### config.mk
export PLATFORM = sky130hd
export DESIGN_NAME = multi_alarm_engine
export DESIGN_NICKNAME = d
export VERILOG_FILES = /design/src/rtl/multi_alarm_engine_pkg.sv /design/src/rtl/multi_alarm_engine_alarm_slot.sv /design/src/rtl/multi_alarm_engine.sv
export SDC_FILE = /design/constraint.sdc
export NUM_CORES = 1
export LEC_CHECK = 0
export ABC_AREA = 1
export CAP_MARGIN = 25
export CORE_MARGIN = 2
export CORE_UTILIZATION = 50
export CTS_CLUSTER_SIZE = 30
export DETAILED_ROUTE_END_ITERATION = 16
export GPL_TIMING_DRIVEN = 0
export PLACE_DENSITY = 0.8
export SLEW_MARGIN = 20
export SYNTH_ARGS = -nofsm -noshare
export SYNTH_HDL_FRONTEND = slang
export SYNTH_SLANG_ARGS = --single-unit
export TNS_END_PERCENT = 50
### constraint.sdc
create_clock -name clock -period 2.1 [get_ports clock]
set_clock_uncertainty 0.2 [all_clocks]
set_input_delay 0.42 -clock clock [delete_from_list [all_inputs] [get_ports clock]]
set_output_delay 0.42 -clock clock [all_outputs]
set_load 0.02 [all_outputs]
### src/rtl/multi_alarm_engine_pkg.sv
// Shared types and defaults for the multi-slot alarm engine.
// Slot FSM encoding, BCD time layout and the slot-index width helper.
package multi_alarm_engine_pkg;

    typedef logic [3:0] bcd_digit_t;

    typedef struct packed {
        bcd_digit_t ms_hr;
        bcd_digit_t ls_hr;
        bcd_digit_t ms_min;
        bcd_digit_t ls_min;
    } bcd_time_t;

    typedef enum logic [1:0] {
        SLOT_IDLE    = 2'd0,
        SLOT_RINGING = 2'd1,
        SLOT_SNOOZED = 2'd2
    } slot_state_e;

    localparam logic [1:0] ST_IDLE    = SLOT_IDLE;
    localparam logic [1:0] ST_RINGING = SLOT_RINGING;
    localparam logic [1:0] ST_SNOOZED = SLOT_SNOOZED;

    localparam int SNOOZE_MIN_DEFAULT       = 5;
    localparam int RING_TIMEOUT_MIN_DEFAULT = 10;

    function automatic int idx_width(input int n);
        return (n <= 2) ? 1 : $clog2(n);
    endfunction

endpackage

### src/rtl/multi_alarm_engine_alarm_slot.sv
// One alarm slot: stored BCD time, enable bit, IDLE/RINGING/SNOOZED FSM
// with its ring-minute and snooze-countdown counters.
module alarm_slot
    import multi_alarm_engine_pkg::*;
#(
    parameter int SNOOZE_MIN       = SNOOZE_MIN_DEFAULT,
    parameter int RING_TIMEOUT_MIN = RING_TIMEOUT_MIN_DEFAULT
) (
    input  logic       clock,
    input  logic       reset,
    input  logic       one_minute,
    input  logic       tick_d,
    input  bcd_time_t  current_time,
    input  logic       load,
    input  bcd_time_t  new_time,
    input  logic       enable_write,
    input  logic       enable_val,
    input  logic       snooze,
    input  logic       stop,
    output bcd_time_t  alarm_time,
    output logic [1:0] state_dbg
);

    localparam logic [3:0] SNOOZE_LOAD  = 4'(SNOOZE_MIN);
    localparam logic [3:0] TIMEOUT_LAST = 4'(RING_TIMEOUT_MIN - 1);

    logic [1:0] state;
    logic       enable;
    logic [3:0] ring_cnt;
    logic [3:0] snooze_cnt;
    logic       force_idle;
    logic       match;

    // Writes to this slot outrank every event, including stop/snooze/match.
    assign force_idle = load | (enable_write & ~enable_val);
    assign match      = tick_d & enable & (alarm_time == current_time);
    assign state_dbg  = state;

    always_ff @(posedge clock) begin
        if (!reset) begin
            state      <= ST_IDLE;
            alarm_time <= '0;
            enable     <= 1'b0;
            ring_cnt   <= '0;
            snooze_cnt <= '0;
        end else begin
            if (load) begin
                alarm_time <= new_time;
            end
            if (enable_write) begin
                enable <= enable_val;
            end

            if (force_idle || stop) begin
                state      <= ST_IDLE;
                ring_cnt   <= '0;
                snooze_cnt <= '0;
            end else begin
                case (state)
                    ST_IDLE: begin
                        if (match) begin
                            state    <= ST_RINGING;
                            ring_cnt <= '0;
                        end
                    end
                    ST_RINGING: begin
                        if (snooze) begin
                            state      <= ST_SNOOZED;
                            snooze_cnt <= SNOOZE_LOAD;
                        end else if (one_minute) begin
                            if (ring_cnt == TIMEOUT_LAST) begin
                                state    <= ST_IDLE;
                                ring_cnt <= '0;
                            end else begin
                                ring_cnt <= ring_cnt + 4'd1;
                            end
                        end
                    end
                    ST_SNOOZED: begin
                        // Countdown hitting zero re-arms the ring with a fresh timeout.
                        if (one_minute) begin
                            if (snooze_cnt == 4'd1) begin
                                state      <= ST_RINGING;
                                ring_cnt   <= '0;
                                snooze_cnt <= '0;
                            end else begin
                                snooze_cnt <= snooze_cnt - 4'd1;
                            end
                        end
                    end
                    default: begin
                        state <= ST_IDLE;
                    end
                endcase
            end
        end
    end

endmodule

### src/rtl/multi_alarm_engine.sv
// Multi-slot alarm engine: NUM_ALARMS independent alarm slots, fixed-priority
// selection of the ringing slot, and combinational readback of the selected slot.
module multi_alarm_engine
    import multi_alarm_engine_pkg::*;
#(
    parameter int  NUM_ALARMS       = 4,
    parameter int  SNOOZE_MIN       = SNOOZE_MIN_DEFAULT,
    parameter int  RING_TIMEOUT_MIN = RING_TIMEOUT_MIN_DEFAULT,
    localparam int IDX_W            = idx_width(NUM_ALARMS)
) (
    input  logic                  clock,
    input  logic                  reset,
    input  logic                  one_minute,
    input  logic [3:0]            current_time_ms_hr,
    input  logic [3:0]            current_time_ls_hr,
    input  logic [3:0]            current_time_ms_min,
    input  logic [3:0]            current_time_ls_min,
    input  logic                  load_new_alarm,
    input  logic [IDX_W-1:0]      alarm_sel,
    input  logic [3:0]            new_alarm_ms_hr,
    input  logic [3:0]            new_alarm_ls_hr,
    input  logic [3:0]            new_alarm_ms_min,
    input  logic [3:0]            new_alarm_ls_min,
    input  logic                  set_enable,
    input  logic                  alarm_enable_val,
    input  logic                  snooze,
    input  logic                  stop,
    output logic [3:0]            alarm_time_ms_hr,
    output logic [3:0]            alarm_time_ls_hr,
    output logic [3:0]            alarm_time_ms_min,
    output logic [3:0]            alarm_time_ls_min,
    output logic [NUM_ALARMS-1:0] ringing,
    output logic                  alarm_sound,
    output logic [IDX_W-1:0]      active_alarm
);

    logic       tick_d;
    bcd_time_t  current_time;
    bcd_time_t  new_time;
    bcd_time_t  readback;
    bcd_time_t  slot_time  [NUM_ALARMS];
    logic [1:0] slot_state [NUM_ALARMS];

    assign current_time = {current_time_ms_hr, current_time_ls_hr,
                           current_time_ms_min, current_time_ls_min};
    assign new_time     = {new_alarm_ms_hr, new_alarm_ls_hr,
                           new_alarm_ms_min, new_alarm_ls_min};

    // The external time counter steps on the one_minute edge, so matching one
    // cycle later compares against the freshly incremented time.
    always_ff @(posedge clock) begin
        if (!reset) begin
            tick_d <= 1'b0;
        end else begin
            tick_d <= one_minute;
        end
    end

    for (genvar i = 0; i < NUM_ALARMS; i++) begin : g_slot
        logic sel_hit;
        assign sel_hit = (alarm_sel == IDX_W'(i));

        alarm_slot #(
            .SNOOZE_MIN       (SNOOZE_MIN),
            .RING_TIMEOUT_MIN (RING_TIMEOUT_MIN)
        ) u_slot (
            .clock        (clock),
            .reset        (reset),
            .one_minute   (one_minute),
            .tick_d       (tick_d),
            .current_time (current_time),
            .load         (load_new_alarm & sel_hit),
            .new_time     (new_time),
            .enable_write (set_enable & sel_hit),
            .enable_val   (alarm_enable_val),
            .snooze       (snooze),
            .stop         (stop),
            .alarm_time   (slot_time[i]),
            .state_dbg    (slot_state[i])
        );

        assign ringing[i] = (slot_state[i] == ST_RINGING);
    end

    assign alarm_sound = |ringing;

    // Scan from the top down so the lowest ringing index wins.
    always_comb begin
        active_alarm = '0;
        for (int i = NUM_ALARMS - 1; i >= 0; i--) begin
            if (ringing[i]) begin
                active_alarm = IDX_W'(i);
            end
        end
    end

    // Out-of-range selects match no slot and read back as zero.
    always_comb begin
        readback = '0;
        for (int i = 0; i < NUM_ALARMS; i++) begin
            if (alarm_sel == IDX_W'(i)) begin
                readback = slot_time[i];
            end
        end
    end

    assign alarm_time_ms_hr  = readback.ms_hr;
    assign alarm_time_ls_hr  = readback.ls_hr;
    assign alarm_time_ms_min = readback.ms_min;
    assign alarm_time_ls_min = readback.ls_min;

endmodule

# Yosys cells after proc, flatten, opt, wreduce, memory -nomap -nowiden
# Index checks and enable logic that the tools add are counted.
[totals]
reg_bits = 109
input_bits = 42
out_inout_bits = 23
word_cells = 233
[op_classes]
addsub = 8
eq_ne = 55
n_mux = 77
bitwise = 26
n_reduce_logical = 34
[ops]
columns = ["cell", "count"]
rows = [
  ["4-bit 2-to-1 mux", 33],
  ["16-bit equality test", 4],
  ["16-bit 2-to-1 mux", 4],
  ["2-bit 2-to-1 mux", 28],
  ["4-bit case mux with 3 select lines", 4],
  ["2-bit != test (second input constant)", 16],
  ["4-bit case mux with 2 select lines", 4],
  ["2-bit case mux with 3 select lines", 4],
  ["6-bit AND reduction", 4],
  ["1-bit AND", 20],
  ["5-bit AND reduction", 4],
  ["4-bit by 1-bit adder with 4-bit output (second input constant)", 4],
  ["4-bit by 1-bit equality test with 1-bit output (second input constant)", 4],
  ["4-bit equality test (second input constant)", 4],
  ["2-bit by 1-bit != test with 1-bit output (second input constant)", 8],
  ["4-bit by 1-bit subtractor with 4-bit output (second input constant)", 4],
  ["2-bit equality test (second input constant)", 6],
  ["3-bit by 2-bit != test with 1-bit output (second input constant)", 4],
  ["3-bit != test (second input constant)", 4],
  ["3-bit AND reduction", 4],
  ["3-bit nonzero test", 4],
  ["2-bit by 1-bit equality test with 1-bit output (second input constant)", 5],
  ["2-bit zero test", 5],
  ["2-bit nonzero test", 4],
  ["5 further kinds", 15],
]

# Longest topological paths before layout
[depth]
ltp_word = 6
mapped_depth = 12
mapped_depth_nobuf = 12

# Hierarchy
# Synthesis repeated with hierarchy kept, for this count alone.
[hier_totals]
cells_unflattened = 1052
hier_area_um2 = 6697.7
[by_module_without_submodules]
columns = ["module", "instances", "cells_each", "area_each_um2", "seq_area_each_um2"]
rows = [
  ["alarm_slot at g_slot[1].u_slot ...", 3, 233, 1517.7, 540.5],
  ["alarm_slot at g_slot[0].u_slot", 1, 223, 1447.6, 540.5],
  ["multi_alarm_engine", 1, 130, 696.9, 20.0],
]

# Worst setup path before layout
# OpenSTA, ideal clock, no wires.
[synth_path]
kind = "reg2out"
start = "reg g_slot[2].u_slot.state[0]"
end = "out active_alarm[1]"
arrival_ns = 1.281
required_ns = 1.480
setup_slack_ns = 0.199
stages_incl_launch_ff = 7
n_path_buf = 0
cell_sequence = "dfxtp_1 inv_2 nor2_4 inv_1 nand2_1 inv_1 nor3_1"
[synth_via]
elab_chain_cells = 4
[synth_lines]
columns = ["element", "line_no", "text"]
rows = [
  ["start, declared", "multi_alarm_engine_alarm_slot.sv:27", "logic [1:0] state;"],
  ["start signal, assigned", "multi_alarm_engine_alarm_slot.sv:41", "state <= ST_IDLE;"],
  ["start signal, assigned", "multi_alarm_engine_alarm_slot.sv:55", "state <= ST_IDLE;"],
  ["start signal, assigned", "multi_alarm_engine_alarm_slot.sv:62", "state <= ST_RINGING;"],
  ["2-bit by 1-bit equality test with 1-bit output", "multi_alarm_engine.sv:82", "assign ringing[i] = (slot_state[i] == ST_RINGING);"],
  ["named net ringing[2]", "multi_alarm_engine.sv:32", "output logic [NUM_ALARMS-1:0] ringing,"],
  ["2-bit 2-to-1 mux (3 in a row)", "multi_alarm_engine.sv:91", "if (ringing[i]) begin"],
  ["end, declared", "multi_alarm_engine.sv:34", "output logic [IDX_W-1:0] active_alarm"],
]
# The timed path passes the listed nets, and every way through them passes these cells.

# Final worst setup path
[layout_path]
start = "in load_new_alarm"
end = "reg g_slot[0].u_slot.alarm_time[10] (netlist bit)"
[layout_via]
elab_chain_cells = 1
[layout_lines]
columns = ["element", "line_no", "text"]
rows = [
  ["start, declared", "multi_alarm_engine.sv:18", "input logic load_new_alarm,"],
  ["1-bit AND", "multi_alarm_engine.sv:72", ".load (load_new_alarm & sel_hit),"],
  ["end signal, assigned", "multi_alarm_engine_alarm_slot.sv:48", "alarm_time <= new_time;"],
  ["end, declared", "multi_alarm_engine_alarm_slot.sv:20", "output bcd_time_t alarm_time,"],
]
# Every way passes these cells.
# A chain may end at the register's enable or synchronous reset.

==> flow_metrics.tcl <==
set metrics [dict create \
    place_area_sq_mm 0.00722 \
    layout_commonest_cell "nand2_1" \
    drt_iter0_drc 756 \
    antenna_left 0 \
    ctsHtreeMaxLevel 3 \
    post-route-util_pct 61.2 \
    dp_hpwl_um 13400 \
    wirelength_um 18900 \
    max_freq_mhz 474 \
    grt_overflow 0 \
    yosys_register_bits 109 \
    globalplace.congestion 0.939 \
    post-route-period-util_pct 100 \
    die_w_um 117 \
    synth_area_leaders "dfxtp_1, nand2_1, a21oi_1" \
    grt_max_degree 17 \
    maxCapViolations 0 \
    synth_nets 1046 \
    multi_input_area_sq_mm 0.00363 \
    syn_inst 988 \
    ir_drop_uv 340 \
    crit_chain "clkdlybuf4s50_1 > inv_1 > nor2_2 > inv_2 > clkbuf_1 > a21oi_1" \
    synth.avg_cell_area_sq_um 6.45 \
    slew_viol_final 0 \
    min-delay-path-class "register to register" \
    io_pins 65 \
    worstPathRequired_ns 2.11 \
    cp-end-kind "register" \
    synth_top_cell_by_area "dfxtp_1" \
    synth_cell_types 35 \
    p_leak_uw 0.00332 \
    initial_core_util_pct 50.9 \
    ys_warn_count 0 \
    p_per_area_mw_per_mm2 596 \
    rsz0062_at_grt "true" \
    design_area_sq_mm 0.00765 \
    final_cell_mix "nand2_1, inv_1, nor2_1, dfxtp_1, a21oi_1" \
    start_kind "primary input" \
    run_status "finished with violations" \
    layout-drive-gt1-share_pct 12.1 \
    path_depth 6 \
    seq_area_sq_mm 0.00219 \
    crit_path_start "load_new_alarm" \
    ff2ff_path_depth 11 \
    finalHoldViolations 0 \
    coreArea_sq_mm 0.0125 \
    arrival_ns 2.12 \
    max_stage_delay_ns 0.57 \
    die_area_sq_mm 0.0137 \
    antenna_cells 0 \
    post_drt_wl_per_cell_um 15.2 \
    antenna_found_initial 0 \
    vias_per_cell 5.39 \
    cp_max_fo 10 \
    worst_pin_slew_ns 0.768 \
    ctsHoldBuffers 0 \
    nNetsFinal 1126 \
    clkSinkCount 109 \
    gr-usage-all-layers_pct 28.2 \
    cts_tree "yes" \
    yosysSeqAreaShare_pct 34.2 \
    cts_buffer_depth 2 \
    route.detailed.drc 0 \
    yosysTopAreaCellShare_pct 34.2 \
    crit_buf_inv 4 \
    tns_ns -0.00790 \
    min_from "g_slot[2].u_slot.snooze_cnt[2]$_SDFFE_PP0P_" \
    fp-row-count 41 \
    holdWs_ns 0.265 \
    holdPathStages 2 \
    fillCellCount 1227 \
    maxSlewHeadroom_pct 48.8 \
    place_ws_ns -1.46 \
    syn2layout_area_growth_pct 20.1 \
    reg2reg_from "g_slot[3].u_slot.alarm_time[5]$_SDFFE_PN0P_" \
    setup_ws_ns -0.00790 \
    numCtsBuffers 9 \
    period_needed_ns 2.11 \
    netlist_area_sq_mm 0.00637 \
    grt_pass1_vias 5953 \
    clock_latency_ns 0.36 \
    setup_violations 1 \
    slowest_stage "clkbuf_1" \
    portBuffers 63 \
    cts-root-buf "clkbuf_16" \
    grt_pass1_wl_um 29600 \
    die_h_um 117 \
    vias 6713 \
    violations "setup timing" \
    criticalPathCategory "primary input to register" \
    path_delay_family "buffers and inverters" \
    firstDrtPassIters 8 \
    clk_pin_slew_worst_paths_ns 0.07 \
]
[power breakdown]
| group | leakage (uW) | total [uW] | switching [uW] | internal, uW |
|---|---|---|---|---|
| Combinational | 0.00229 | 665 | 428 | 238 |
| Clock | 0.000148 | 1710 | 781 | 932 |
| Sequential | 0.000889 | 2180 | 47.1 | 2130 |
[metrics by stage]
step | std cells | total power [uW]
after floorplan | 988 | 2570
after global placement | 1223 | 2850
after detailed placement | 1223 | 2860
after CTS | 1244 | 4540
after global routing | 1245 | 4710
final | 1245 | 4560
[logic make-up after synthesis]
logic type / Yosys count / synth area share [%]
simple gates: 469 / 32.3
compound gates: 208 / 17.9
xor+xnor: 17 / 2.34
fa+ha+maj: 16 / 3.14
flops: 109 / 34.2
buf+inv: 169 / 10.1
[worst min-delay path, cell delays in order, from the launching register on]
cell     delay [ns]
dfxtp_1        0.31
nand2_1        0.06
a21oi_1        0.05
[synth_stat cells]
master,count
inv_4,1
nor2_2,12
nor2_4,7
nand3_4,4
xor2_1,8
inv_2,23
nor2_1,111
nand3_1,24
a211oi_2,2
o22ai_1,6
a211oi_1,6
ha_1,16
nor3_4,1
o21ai_0,75
or2_1,1
buf_1,1
nand3_2,3
nand2_2,8
nand4_1,23
xnor2_1,9
inv_1,122
nand2_4,1
buf_2,4
o211ai_1,2
a21boi_0,1
nand3b_1,1
o21ai_1,10
nor3_1,7
dfxtp_1,109
clkbuf_1,18
o31ai_1,1
a21oi_1,92
o211a_1,1
o2111ai_1,12
nand2_1,266
[registers in the layout, indices dropped and copies added (netlist names)]
name,cells
g_slot.u_slot.alarm_time,64
g_slot.u_slot.ring_cnt,16
g_slot.u_slot.snooze_cnt,16
g_slot.u_slot.state_dbg,8
g_slot.u_slot.enable,4
tick_d,1
[per-layer routing]
metal | vias up | track usage [%] | part of all wire (%)
met1 | 3049 | 38.2 | 43
met3 | 41 | 6.08 | 9.2
met5 | - | 0 | 0
li1 | 3327 | - | -
met4 | 0 | 10.9 | 2.8
met2 | 296 | 44.0 | 45
[layout make-up]
class | instances | share of cell area (%)
multi-input cells | 710 | 47.4
flip-flops and latches | 109 | 28.6
repair buffers | 69 | 8.22
inverters | 146 | 7.19
clock buffers | 13 | 3.66
well taps | 172 | 2.81
plain buffers | 23 | 1.91
clock inverters | 3 | 0.229
[final timing paths]
check | end | slack, ns
setup / recovery | g_slot[0].u_slot.alarm_time[10]$_SDFFE_PN0P_ | -0.008
hold reg to reg | g_slot[2].u_slot.snooze_cnt[2]$_SDFFE_PP0P_ | 0.27
setup reg to reg | g_slot[3].u_slot.ring_cnt[2]$_SDFFE_PP0P_ | 0.29
hold / removal | g_slot[2].u_slot.snooze_cnt[2]$_SDFFE_PP0P_ | 0.27
[repair_timing]
item / CTS / global route
gates cloned: 0 / 0
buffers inserted: 5 / 1
pin swaps: 3 / 3
endpoints found under the setup margin: 90 / 33
gates resized for setup: 128 / 29
(Power assumes the default switching activity.)
